--- src/rtl/axis_decimator_pkg.sv ---
// Shared types and helpers for the AXI4-Stream decimator.
package axis_decimator_pkg;

  typedef enum logic {MODE_DROP = 1'b0, MODE_AVERAGE = 1'b1} decim_mode_t;

  localparam int LOG_THROTTLE_WIDTH = 5;

  function automatic logic [LOG_THROTTLE_WIDTH-1:0] clamp_n(
    input logic [LOG_THROTTLE_WIDTH-1:0] n,
    input logic [LOG_THROTTLE_WIDTH-1:0] max_n
  );
    return (n > max_n) ? max_n : n;
  endfunction

endpackage

--- src/rtl/axis_decimator_channel_acc.sv ---
// One signed channel of the window accumulator: sums samples and yields the floored mean.
module decim_channel_acc
  import axis_decimator_pkg::*;
#(
  parameter int CHANNEL_WIDTH = 16,
  parameter int ACC_WIDTH     = 32
) (
  input  logic                          aclk,
  input  logic                          areset,
  input  logic                          en,
  input  logic                          last,
  input  logic [LOG_THROTTLE_WIDTH-1:0] n,
  input  logic [CHANNEL_WIDTH-1:0]      sample,
  output logic [CHANNEL_WIDTH-1:0]      result
);

  logic signed [ACC_WIDTH-1:0] acc_q;
  logic signed [ACC_WIDTH-1:0] acc_d;
  logic signed [ACC_WIDTH-1:0] sample_ext;
  logic signed [ACC_WIDTH-1:0] sum;

  assign sample_ext = {{(ACC_WIDTH-CHANNEL_WIDTH){sample[CHANNEL_WIDTH-1]}}, sample};
  assign sum        = acc_q + sample_ext;
  // The current beat is folded in so the mean is ready on the last beat itself.
  assign result     = CHANNEL_WIDTH'(sum >>> n);

  always_comb begin
    acc_d = acc_q;
    if (en) acc_d = last ? '0 : sum;
  end

  always_ff @(posedge aclk) begin
    if (areset) acc_q <= '0;
    else        acc_q <= acc_d;
  end

endmodule

--- src/rtl/axis_decimator.sv ---
// AXI4-Stream rate reducer by 2^N with DROP and AVERAGE modes, honouring backpressure.
module axis_decimator
  import axis_decimator_pkg::*;
#(
  parameter int CHANNEL_WIDTH    = 16,
  parameter int NUM_CHANNELS     = 2,
  parameter int MAX_LOG_THROTTLE = 16
) (
  input  logic                                    aclk,
  input  logic                                    areset,
  input  logic [LOG_THROTTLE_WIDTH-1:0]           log_throttle,
  input  logic                                    mode,
  input  logic [CHANNEL_WIDTH*NUM_CHANNELS-1:0]   S_AXIS_tdata,
  input  logic                                    S_AXIS_tvalid,
  output logic                                    S_AXIS_tready,
  output logic [CHANNEL_WIDTH*NUM_CHANNELS-1:0]   M_AXIS_tdata,
  output logic                                    M_AXIS_tvalid,
  input  logic                                    M_AXIS_tready
);

  localparam int AXIS_TDATA_WIDTH = CHANNEL_WIDTH * NUM_CHANNELS;
  localparam int ACC_WIDTH        = CHANNEL_WIDTH + MAX_LOG_THROTTLE;
  localparam int CNT_W            = MAX_LOG_THROTTLE;
  localparam logic [LOG_THROTTLE_WIDTH-1:0] MAX_N = LOG_THROTTLE_WIDTH'(MAX_LOG_THROTTLE);

  // Handshake: a beat moves on an edge where tvalid && tready are both high;
  // the master holds tdata/tvalid until then and the slave never makes
  // tready depend on tvalid.

  logic [CNT_W-1:0]              cnt_q;
  logic [LOG_THROTTLE_WIDTH-1:0] n_cfg_q;
  decim_mode_t                   mode_cfg_q;
  logic [AXIS_TDATA_WIDTH-1:0]   m_tdata_q;
  logic                          m_tvalid_q;
  logic                          areset_q;

  logic [LOG_THROTTLE_WIDTH-1:0] n_live;
  decim_mode_t                   mode_live;
  logic                          first;
  logic [LOG_THROTTLE_WIDTH-1:0] n_cur;
  decim_mode_t                   mode_cur;
  logic [CNT_W-1:0]              win_mask;
  logic                          last;
  logic                          emit_next;
  logic                          s_ready;
  logic                          accept;
  logic [AXIS_TDATA_WIDTH-1:0]   avg_data;

  // At cnt==0 the window is governed by the live config that is about to be latched.
  always_comb begin
    n_live    = clamp_n(log_throttle, MAX_N);
    mode_live = decim_mode_t'(mode);
    first     = (cnt_q == '0);
    n_cur     = first ? n_live : n_cfg_q;
    mode_cur  = first ? mode_live : mode_cfg_q;
    win_mask  = ~({CNT_W{1'b1}} << n_cur);
    last      = (cnt_q == win_mask);
    emit_next = (mode_cur == MODE_DROP) ? first : last;
    s_ready   = !areset_q && (!m_tvalid_q || M_AXIS_tready || !emit_next);
    accept    = S_AXIS_tvalid && s_ready;
  end

  for (genvar g = 0; g < NUM_CHANNELS; g++) begin : g_ch
    decim_channel_acc #(
      .CHANNEL_WIDTH (CHANNEL_WIDTH),
      .ACC_WIDTH     (ACC_WIDTH)
    ) u_acc (
      .aclk   (aclk),
      .areset (areset),
      .en     (accept && (mode_cur == MODE_AVERAGE)),
      .last   (last),
      .n      (n_cur),
      .sample (S_AXIS_tdata[g*CHANNEL_WIDTH +: CHANNEL_WIDTH]),
      .result (avg_data[g*CHANNEL_WIDTH +: CHANNEL_WIDTH])
    );
  end

  always_ff @(posedge aclk) begin
    if (areset) begin
      cnt_q      <= '0;
      n_cfg_q    <= '0;
      mode_cfg_q <= MODE_DROP;
      m_tdata_q  <= '0;
      m_tvalid_q <= 1'b0;
      areset_q   <= 1'b1;
    end else begin
      areset_q <= 1'b0;
      if (accept) begin
        cnt_q <= last ? '0 : cnt_q + 1'b1;
        if (first) begin
          n_cfg_q    <= n_live;
          mode_cfg_q <= mode_live;
        end
      end
      // A new emit on the handshake edge reloads the register for back-to-back output.
      if (accept && emit_next) begin
        m_tdata_q  <= (mode_cur == MODE_DROP) ? S_AXIS_tdata : avg_data;
        m_tvalid_q <= 1'b1;
      end else if (M_AXIS_tready) begin
        m_tvalid_q <= 1'b0;
      end
    end
  end

  assign S_AXIS_tready = s_ready;
  assign M_AXIS_tdata  = m_tdata_q;
  assign M_AXIS_tvalid = m_tvalid_q;

endmodule

--- config.mk ---
export PLATFORM = sky130hd
export DESIGN_NAME = axis_decimator
export DESIGN_NICKNAME = d
export VERILOG_FILES = /design/src/rtl/axis_decimator_pkg.sv /design/src/rtl/axis_decimator_channel_acc.sv /design/src/rtl/axis_decimator.sv
export SDC_FILE = /design/constraint.sdc
export NUM_CORES = 1
export LEC_CHECK = 0
export BUFFER_PORTS_ARGS = -buffer_cell sky130_fd_sc_hd__buf_2
export CAP_MARGIN = 20
export CORE_MARGIN = 5
export CORE_UTILIZATION = 55
export CTS_BUF_LIST = sky130_fd_sc_hd__clkbuf_4 sky130_fd_sc_hd__clkbuf_8
export CTS_CLUSTER_DIAMETER = 40
export DETAILED_ROUTE_END_ITERATION = 7
export GPL_TIMING_DRIVEN = 0
export PLACE_DENSITY = 0.73
export SYNTH_ARGS = -nofsm -noshare
export SYNTH_HDL_FRONTEND = slang
export SYNTH_HIERARCHICAL = 1
export SYNTH_SLANG_ARGS = --single-unit
--- constraint.sdc ---
create_clock -name aclk -period 13.1 [get_ports aclk]
set_input_delay 2.62 -clock aclk [delete_from_list [all_inputs] [get_ports aclk]]
set_output_delay 2.62 -clock aclk [all_outputs]
set_load 0.02 [all_outputs]
# Word-level counts from Yosys, hierarchy flattened
# Cells that the tools add are included.
[totals]
ff_bits = 120
out_inout_bits = 34
[op_classes]
n_addsub = 3
n_lt_le_gt_ge = 1
n_eq_ne = 1
n_shift = 3
n_mux = 11
bitwise = 1
n_reduce_logical = 11
[op_table]
columns = ["cell", "n"]
rows = [
  ["$mux 32", 3],
  ["$add 32x16->32", 2],
  ["$sshr 32x5->16", 2],
  ["$add 16x1->16 const B", 1],
  ["$eq 16x16->1", 1],
  ["$logic_not 16->1", 1],
  ["$mux 16", 1],
  ["$not 16->16", 1],
  ["$shl 16x5->16 const A", 1],
  ["$mux 5", 2],
  ["$gt 5x5->1 const B", 1],
  ["$mux 1", 5],
  ["$logic_and 1x1->1", 4],
  ["$logic_not 1->1", 3],
  ["$logic_or 1x1->1", 2],
  ["$reduce_bool 2->1", 1],
]

# Depth between registers and ports, before layout
[depth]
word_depth = 13
mapped_depth = 20
depth_no_buf = 18

# By module
# Netlist, hierarchy kept.
[by_module_without_submodules]
columns = ["mod", "n_inst", "cells_per_inst", "area_each_um2"]
rows = [
  ["decim_channel_acc (g_ch[1].u_acc)", 1, 735, 5183.7],
  ["decim_channel_acc (g_ch[0].u_acc)", 1, 718, 4992.3],
  ["axis_decimator", 1, 486, 3886.2],
]

# Worst setup path before layout
# Ideal clock, no wire load.
[synth_path]
path_kind = "input to output"
startpoint = "input port log_throttle[2]"
endpoint = "output port S_AXIS_tready"
t_arrival_ps = 4807
required_time_ps = 10480
setup_slack_ps = 5673
cell_stages = 10
cell_sequence = "clkbuf_1 or4_1 or3_1 a31oi_1 a211o_1 nor3_2 nand4_1 nand2_1 buf_2 a21oi_1"
[synth_between]
elab_chain_len = 10
[synth_lines]
columns = ["element", "line", "text"]
rows = [
  ["start: declaration", "axis_decimator.sv:11", "input logic [LOG_THROTTLE_WIDTH-1:0] log_throttle,"],
  ["$gt 5x5->1", "axis_decimator_pkg.sv:12", "return (n > max_n) ? max_n : n;"],
  ["$mux 5 (*)", "axis_decimator_pkg.sv:12", ""],
  ["$mux 5 (*)", "n/a", ""],
  ["$shl 16x5->16 (*)", "axis_decimator.sv:56", "win_mask = ~({CNT_W{1'b1}} << n_cur);"],
  ["$not 16->16 (*)", "axis_decimator.sv:56", ""],
  ["$eq 16x16->1 (*)", "axis_decimator.sv:57", "last = (cnt_q == win_mask);"],
  ["$mux 1 (*)", "axis_decimator.sv:58", "emit_next = (mode_cur == MODE_DROP) ? first : last;"],
  ["$logic_not 1->1 (*)", "axis_decimator.sv:59", "s_ready = !areset_q && (!m_tvalid_q || M_AXIS_tready || !emit_next);"],
  ["$logic_or 1x1->1 (*)", "axis_decimator.sv:59", ""],
  ["$logic_and 1x1->1 (*)", "axis_decimator.sv:59", ""],
  ["end: declaration", "axis_decimator.sv:15", "output logic S_AXIS_tready,"],
]
# Every way passes the cells marked *; elsewhere a longest branch is shown, timed or not.

# Worst setup path after layout
[layout_path]
startpoint = "input port log_throttle[1]"
endpoint = "output port S_AXIS_tready"
# Same word-level chain as after synthesis.

==> metrics.cfg <==
[outcome]
status = finished clean

[logic_synthesis]
ys_top_cells_by_area = dfxtp_1 (17%), ha_1 (5.7%), a21oi_1 (5.3%)
synth_ff_type = dfxtp_1
async_flop_share_pct = 0
ys_ff_latch = 120
syn_inst = 1939
synth_top_area_share_pct = 17.08
synth_warnings = 6
syn_area_per_cell_sq_um = 7.252
synth_area_sq_um = 14060
synth_seq_area_share_pct = 17.08
synth_cell_types = 97
synth_edf_count = 0
yosys.area.top_type = dfxtp_1
syn-num-nets = 2047

[global_routing]
grt_pass1_vias = 15422
grt_max_degree = 19
track_usage_pct = 39.19
grt-ovfl-total = 0
grt_antenna_before_repair = 1
grt_pass1_wl_um = 89420

[setup_path]
crit_arrival_ns = 5.33
ff2ff_setup_slack_ns = 6.76
worstPathMaxFanout = 10
crit_required_ns = 10.48
critPathKind = input pin to output pin
critPathLaunchType = input pin
reg2reg_from = cnt_q[0]$_SDFFE_PP0N_
cp-end-kind = output pin
r2r_end = M_AXIS_tdata[10]$_SDFFE_PP0P_
r2r_cells = 19

[cts]
clkTransAtPathRegs_ns = 0.08
clk_root_buffer_cell = clkbuf_8
clock_sinks = 120
ctsResizeCount = 0
cts_setup_buffers = 0
cts_hold_buf = 0
cts_tree = done
clk_path_buf_depth = 2
clkLatencyLatePin_ns = 0.47
cts_buffers = 17
htree_levels = 4

[place]
hpwl_um = 46110
numPortBuffers = 72
gp_congestion = 1.098
placed_area_sq_um = 14880

[routing]
drtIter0Drc = 2448
drt_wl_total_um = 59250
postRouteAntennaNets = 0
drtPass1Iterations = 6
wl_per_cell_um = 24.91
drc = 0
dr_total_vias = 17148
viasPerCell = 7.208

[worst_hold_path]
hold_depth = 2
min_to = M_AXIS_tdata[18]$_SDFFE_PP0P_
min_from = M_AXIS_tdata[18]$_SDFFE_PP0P_
min_path_type = flip-flop to flip-flop

[sta]
final-max-slew-violation-count = 0
fmax_mhz = 125.8
final-hold-violation-count = 0
rsz0062_at_grt = false
clock_skew_ns = 0.02819
fin_crit_ns = 7.952
tns_ns = 0
setup_viol = 0
fin_crit_sh_pct = 60.70
tightestPinTransition_ns = 1.157
slew_headroom_pct = 22.57

[layout]
nets = 2143
num-fill-cells = 2348
multiInputGateArea_sq_um = 10760
mostFrequentLayoutCell = nor2_1
fin_area_sq_um = 15310
area_growth_pct = 8.871
mostFrequentLayoutCells = nor2_1 (189), nand2_1 (186), a21oi_1 (149), dfxtp_1 (120), clkbuf_1 (118)
register_area_sq_um = 2402
drive_above_1_share_pct = 11.91

[die]
rows = 58
die_y_um = 169.9
ios = 76
dieArea_sq_um = 28870
dieWidth_um = 169.9
coreArea_sq_um = 25180
start_util_pct = 55.84

[power]
p_per_area_nw_per_um2 = 102.6
vdd_drop_max_mv = 0.07151
leakagePower_nw = 5.723

[flow_run]
maxCapViolCount = 0

==> power breakdown <==
part / switching (W) / internal [W] / leakage (nW)
combinational: 0.000522 / 0.000266 / 4.55
sequential: 0.0000128 / 0.000384 / 0.974
clock: 0.000193 / 0.000193 / 0.202
total: 0.000728 / 0.000843 / 5.72
==> cell families after synthesis <==
kind of cell	after synthesis	synth area share, %
AO/OA/AOI/OAI	713	36.84
AND/OR/NAND/NOR	696	24.10
buffers and inverters	223	6.415
flip-flops	120	17.08
multiplexers	69	6.291
adder cells (fa/ha/maj)	66	5.979
XOR/XNOR	52	3.292
==> critical path, stage by stage <==
cell and delay [ns]:
buf_2 0.10, clkbuf_1 0.19, or3_1 0.38, a21oi_1 0.17, mux2i_1 0.11, xor2_1 0.15, nor3_1 0.50, nand4_1 0.20
nand2_1 0.27, buf_2 0.36, a21oi_1 0.11, buf_2 0.17
==> through the flow <==
stage	power [W]	worst slack, ns	cells	utilization, %	hold slack [ns]
finish	0.001571	5.148	2379	60.80	0.4623
detailed placement	0.001148	5.220	2346	59.09	0.4516
global route	0.001629	4.896	2378	60.79	0.4728
floorplan	0.0009217	5.673	1939	-	0.4386
global placement	0.001145	4.431	2341	58.91	0.4481
CTS	0.001533	5.209	2378	60.79	0.4648
==> state kept, by name, summed over array words and instances, names as in the netlist <==
register / flops
M_AXIS_tdata: 32
mode_cfg_q: 1
n_cfg_q: 5
cnt_q: 16
areset_q: 1
M_AXIS_tvalid: 1
g_ch.u_acc/acc_q: 64
==> cell type report <==
class                   instances  share of cell area, %
clock buffers                  17                  1.528
plain buffers                 158                  4.299
multi-input cells            1596                  70.30
diodes                          1                0.01635
well taps                     330                  2.697
inverters                      65                  1.594
clock inverters                15                  1.259
repair buffers                 77                  2.615
flip-flops and latches        120                  15.69
==> routing by layer <==
layer,part of all wire [%],track usage [%]
met1,41,54.94
met2,41,57.91
met5,0.022,0
met4,4.0,14.10
met3,14,10.62
==> cells in the mapped netlist, types with 14 or more instances <==
| library cell | count |
|---|---|
| a211o_1 | 15 |
| a211oi_1 | 75 |
| a21o_1 | 21 |
| a21oi_1 | 149 |
| a221oi_1 | 16 |
| a221oi_2 | 29 |
| a22oi_1 | 52 |
| a31oi_1 | 16 |
| and2_1 | 19 |
| and3_1 | 14 |
| buf_2 | 24 |
| clkbuf_1 | 118 |
| dfxtp_1 | 120 |
| ha_1 | 64 |
| inv_1 | 57 |
| mux2_2 | 15 |
| mux2i_1 | 40 |
| mux4_2 | 14 |
| nand2_1 | 186 |
| nand2b_1 | 14 |
| nand3_1 | 42 |
| nand4_1 | 33 |
| nor2_1 | 189 |
| nor2b_1 | 48 |
| nor3_1 | 75 |
| nor4_1 | 17 |
| o211ai_1 | 27 |
| o21a_1 | 14 |
| o21ai_0 | 105 |
| o221ai_1 | 16 |
| o22ai_1 | 21 |
| xnor2_1 | 26 |
| xor2_1 | 25 |
==> worst max-delay path by stage <==
stage                          startpoint                              endpoint  slack (ns)  cells after the start
after detailed placement  log_throttle[1]                         S_AXIS_tready        5.22                     12
after CTS                 log_throttle[1]                         S_AXIS_tready        5.21                     12
after global routing      log_throttle[1]                         S_AXIS_tready        4.90                     12
after global placement    log_throttle[3]  g_ch[0].u_acc/acc_q[14]$_SDFFE_PP0P_        4.43                     14
final                     log_throttle[1]                         S_AXIS_tready        5.15                     12
after floorplan           log_throttle[2]                         S_AXIS_tready        5.67                     10
Power figures use the tool's default switching activity.
